## src/rtl/fp17_to_fp16_pkg.sv

```systemverilog
// Shared constants and types for the fp17->fp16 converter channel-A path.
package fp17_to_fp16_pkg;

  localparam int unsigned FP17_W      = 17;
  localparam int unsigned CHN_A_DEPTH = 2;

  // Occupancy of the 2-entry channel-A skid buffer: 0, 1 or 2.
  typedef logic [1:0] chn_a_count_t;

endpackage : fp17_to_fp16_pkg

```

## src/rtl/fp17_to_fp16_chn_a_skid_buf.sv

```systemverilog
// Two-entry FIFO storage for the channel-A skid: data registers, 1-bit
// wrapping read/write pointers and an occupancy count. The caller guarantees
// no push when full and no pop when empty.
module fp17_to_fp16_chn_a_skid_buf
  import fp17_to_fp16_pkg::*;
#(
  parameter int unsigned WIDTH = FP17_W
) (
  input  logic             clk,
  input  logic             rst_n,
  input  logic             push,
  input  logic             pop,
  input  logic [WIDTH-1:0] din,
  output logic [WIDTH-1:0] head,
  output chn_a_count_t     count
);

  logic [WIDTH-1:0] mem [2];
  logic             wr_ptr;
  logic             rd_ptr;

  // Write the incoming operand at the write pointer.
  always_ff @(posedge clk or negedge rst_n) begin
    if (!rst_n) begin
      mem[0] <= '0;
      mem[1] <= '0;
    end else if (push) begin
      mem[wr_ptr] <= din;
    end
  end

  // Advance pointers and track occupancy; simultaneous push/pop keeps count.
  always_ff @(posedge clk or negedge rst_n) begin
    if (!rst_n) begin
      wr_ptr <= 1'b0;
      rd_ptr <= 1'b0;
      count  <= '0;
    end else begin
      if (push) wr_ptr <= ~wr_ptr;
      if (pop)  rd_ptr <= ~rd_ptr;
      case ({push, pop})
        2'b10:   count <= count + 2'd1;
        2'b01:   count <= count - 2'd1;
        default: count <= count;
      endcase
    end
  end

  assign head = mem[rd_ptr];

endmodule : fp17_to_fp16_chn_a_skid_buf

```

## src/rtl/fp17_to_fp16_chn_a_rsci_skid.sv

```systemverilog
// Channel-A input skid for the fp17->fp16 core: upstream valid/ready handshake
// into a 2-entry FIFO, presented to the core as bawt/d_mxwt.
// Optional macro FP17_TO_FP16_CHN_A_BYPASS_EN: when the FIFO is empty the
// upstream operand is forwarded combinationally (0-cycle latency).
module fp17_to_fp16_chn_a_rsci_skid
  import fp17_to_fp16_pkg::*;
#(
  parameter int unsigned WIDTH = FP17_W,
  parameter int unsigned DEPTH = CHN_A_DEPTH
) (
  input  logic             nvdla_core_clk,
  input  logic             nvdla_core_rstn,
  input  logic [WIDTH-1:0] chn_a_rsc_z,
  input  logic             chn_a_rsc_vz,
  output logic             chn_a_rsc_lz,
  input  logic             chn_a_rsci_oswt,
  input  logic             core_wen,
  input  logic             core_wten,
  output logic             chn_a_rsci_bawt,
  output logic             chn_a_rsci_wen_comp,
  output logic [WIDTH-1:0] chn_a_rsci_d_mxwt
);

  chn_a_count_t     count;
  logic [WIDTH-1:0] head;
  logic             push;
  logic             pop;
  logic             buf_push;
  logic             buf_pop;

  // Ready comes from registered occupancy only, so it never depends on vz/oswt.
  assign chn_a_rsc_lz = (count != chn_a_count_t'(DEPTH));

  assign push = chn_a_rsc_vz & chn_a_rsc_lz;
  assign pop  = chn_a_rsci_oswt & core_wen & chn_a_rsci_bawt & ~core_wten;

`ifdef FP17_TO_FP16_CHN_A_BYPASS_EN
  logic bypass;

  // Empty with valid input: hand the input straight to the core. If the core
  // takes it this cycle it must not also land in storage.
  always_comb begin
    bypass            = (count == '0) & chn_a_rsc_vz;
    chn_a_rsci_bawt   = (count != '0) | bypass;
    chn_a_rsci_d_mxwt = bypass ? chn_a_rsc_z : head;
    buf_push          = push & ~(bypass & pop);
    buf_pop           = pop & ~bypass;
  end
`else
  // Core sees only stored operands.
  always_comb begin
    chn_a_rsci_bawt   = (count != '0);
    chn_a_rsci_d_mxwt = head;
    buf_push          = push;
    buf_pop           = pop;
  end
`endif

  assign chn_a_rsci_wen_comp = ~chn_a_rsci_oswt | chn_a_rsci_bawt;

  fp17_to_fp16_chn_a_skid_buf #(
    .WIDTH (WIDTH)
  ) u_buf (
    .clk   (nvdla_core_clk),
    .rst_n (nvdla_core_rstn),
    .push  (buf_push),
    .pop   (buf_pop),
    .din   (chn_a_rsc_z),
    .head  (head),
    .count (count)
  );

endmodule : fp17_to_fp16_chn_a_rsci_skid

```

## config.mk

```make
export PLATFORM = sky130hd
export DESIGN_NAME = fp17_to_fp16_chn_a_rsci_skid
export DESIGN_NICKNAME = d
export VERILOG_FILES = /design/src/rtl/fp17_to_fp16_pkg.sv /design/src/rtl/fp17_to_fp16_chn_a_skid_buf.sv /design/src/rtl/fp17_to_fp16_chn_a_rsci_skid.sv
export SDC_FILE = /design/constraint.sdc
export NUM_CORES = 1
export LEC_CHECK = 0
export BUFFER_PORTS_ARGS = -buffer_cell sky130_fd_sc_hd__buf_2
export CAP_MARGIN = 20
export CORE_MARGIN = 2
export CORE_UTILIZATION = 30
export CTS_BUF_LIST = sky130_fd_sc_hd__clkbuf_2
export DETAILED_ROUTE_END_ITERATION = 12
export PLACE_DENSITY = 0.49
export SLEW_MARGIN = 20
export SYNTH_ARGS = -nofsm -noshare
export SYNTH_HDL_FRONTEND = slang
export SYNTH_SLANG_ARGS = --single-unit
```

## constraint.sdc

```tcl
create_clock -name nvdla_core_clk -period 3.3 [get_ports nvdla_core_clk]
set_clock_uncertainty 0.1 [all_clocks]
set_input_delay 0.33 -clock nvdla_core_clk [delete_from_list [all_inputs] [get_ports nvdla_core_clk]]
set_output_delay 0.33 -clock nvdla_core_clk [all_outputs]
set_load 0.01 [all_outputs]
```

==> results.txt <==
Hold Vio Cnt, Final: 0
share of layout cells above drive strength 1: 65.4%
CP max FO: 18
row cnt: 28
CTS tree: built
crit path capture type: output pin
CTS Buffer Depth: 2
Synth area leaders: dfrtp_1 (53%), mux2_2 (19%), mux2_4 (17%), buf_12 (2.2%), xnor2_1 (1.5%)
top-area cell type share of the netlist area: 53.1%
largest net degree at the start of global routing: 39
FF-to-FF End: u_buf.mem[29]
CP Depth: 2
Slew Limit Fails: 0
vias in the first global route: 1,174
Worst Tran Pin Value: 1.05 ns
Rel. slew slack: 30.1%
Final TNS setup: 0 ns
Die ar.: 6600 µm²
Startpoint Class: flop
Largest delay share family, worst path: flip-flops
CP Data Required Time: 2.87 ns
Setup-failing EPs final: 0
Hold Path Stages: 2
syn nets: 135
Pre-antenna DRT Iters: 3
Std-Cell Core Area: 5850 µm²
fmax: 439 MHz
1st-iter DRT viols: 28
Clock Sinks: 38
routability cong.: 0.676
#FFs+latches synth: 38
CP max-delay cell: dfrtp_1
CTS Buf Count: 5
post-synthesis sequential area ratio: 53.1%
R2R depth: 3
Fill cells: 560
GRT overflow: 0
Total Power: 0.00209 W
crit path DAT: 1.85 ns
RR Startpoint: u_buf.count[0]
Mapped Area: 1790 µm²
clk slew on worst S/H paths: 0.20 ns
Buffers on Ports: 42
Cell Chain, Critical Path: mux2_2 -> buf_2
Post-CTS Setup Bufs: 0
pwr/cell area: 1010 nW/µm²
WP buf/inv: 1
Static Leakage: 0.970 nW
total track usage: 11.5%
CTS Hold Bufs: 1
WL/cell: 14.8 µm
WHS: 0.0763 ns
setup slack, reg-to-reg: 1.21 ns
DRC violations left: 0
Post-Syn Instances: 111
antenna violations before repair: 0
Crit Path Class: reg -> out
Area Overhead vs Synth: 15.7%
H-tree lvl count: 2
RSZ-0062 raised after global routing: false
width of the die: 81.3 µm
Die Span Y: 81.3 µm
fin crit period: 2.28 ns
largest area contributor in the netlist: dfrtp_1
Final #Nets: 179
Post-Route WL: 3430 µm
first-pass GRT wire length: 5690 µm
Hold/Removal Path Class: in -> reg
max cap viols: 0
antenna cells: 0
via count: 1,023
Avg Inst Size Synth: 16.1 µm²
worst skew pair latency: 0.36 ns
slowest stage delay, CP: 0.92 ns
fin cells: 231
Final Cycle Share: 69.1%
placed cells: 222
Ys Warns: 0
Routed Antenna Nets: 0
status: finished, final reports clean
Starting Density: 30.6%
Vias/cell: 4.43
Yosys cell types: 16
I/O pin cnt: 43
PostCTS Resize Cnt: 0
Post-DP HPWL: 2320 µm
Worst VDD drop: 0.392 mV
Critical Path End: chn_a_rsci_d_mxwt[7]
Root Buffer: clkbuf_2
origin of the worst setup path: u_buf.rd_ptr
## metal layers
layer  vias up  global-route usage, %  routed length [µm]
met5         -                      0                   0
met4         0                   4.58                  66
met3         9                   3.78                 196
met2        27                   18.0                1600
met1       510                   14.7                1570
li1        477                      -                   -
## how the worst min path moves through the flow
| stage | start | endpoint |
|---|---|---|
| 4_1_cts | chn_a_rsc_z[1] | u_buf.mem[18] |
| 5_1_grt | chn_a_rsc_z[13] | u_buf.mem[13] |
| 2_1_floorplan | nvdla_core_rstn | u_buf.count[0] |
| 3_3_place_gp | nvdla_core_rstn | u_buf.mem[11] |
| 3_5_place_dp | u_buf.mem[15] | u_buf.mem[15] |
| 6_report | chn_a_rsc_z[1] | u_buf.mem[18] |
## stage by stage
stage	instance area [µm²]	utilization [%]	setup WS [ns]
floorplan	1790	-	1.78
global placement	2020	34.6	1.26
detailed placement	2020	34.6	1.21
CTS	2070	35.4	0.932
global route	2070	35.4	0.883
finish	2070	35.4	1.02
## cell type report
class	count	area [µm²]	share of cell area (%)
repair buffers	43	220	10.6
multi-input cells	66	763	36.9
well taps	75	93.8	4.53
clock inverters	2	8.76	0.423
clock buffers	6	30.0	1.45
flip-flops and latches	38	951	45.9
inverters	1	3.75	0.181
## cells by family after synthesis
logic type	count (synthesis)	share of synthesized area (%)
adder cells (fa/ha/maj)	1	0.699
buffers and inverters	7	4.26
AND/OR/NAND/NOR	9	3.21
multiplexers	51	36.3
flip-flops	38	53.1
XOR/XNOR	5	2.45
## power by group
part	total [W]	internal, W	switching [W]	leakage (nW)
Combinational	0.00101	0.000628	0.000381	0.493
Sequential	0.000881	0.000703	0.000178	0.447
Clock	0.000201	0.0000522	0.000148	0.0304
## state kept, by name, indices dropped and copies added (netlist names)
signal	cells
u_buf.mem	34
u_buf.count	2
u_buf.rd_ptr	1
u_buf.wr_ptr	1
## cells in the final DEF, fill, tap and decap left out
master | synthesis | routed
dfrtp_1 | 38 | 38
and3b_1 | 1 | 1
dlygate4sd3_1 | 0 | 1
mux2_4 | 20 | 20
ha_1 | 1 | 1
inv_1 | 1 | 1
xor2_1 | 2 | 2
clkinv_2 | 0 | 1
nand2_1 | 3 | 3
clkinv_1 | 0 | 1
nand2b_4 | 1 | 1
xnor2_1 | 3 | 3
mux2_2 | 31 | 31
buf_2 | 2 | 42
nor2_1 | 2 | 2
and3_4 | 1 | 1
nor3_1 | 1 | 1
clkbuf_2 | 0 | 6
## Yosys cell counts
cell / instances
xnor2_1: 3
xor2_1: 2
buf_12: 2
and3b_1: 1
buf_2: 2
and3_4: 1
dfrtp_1: 38
nand2_1: 3
mux2_2: 31
inv_1: 1
buf_6: 2
mux2_4: 20
nor3_1: 1
ha_1: 1
nand2b_4: 1
nor2_1: 2
No activity file was read; power rests on OpenSTA's default activity.
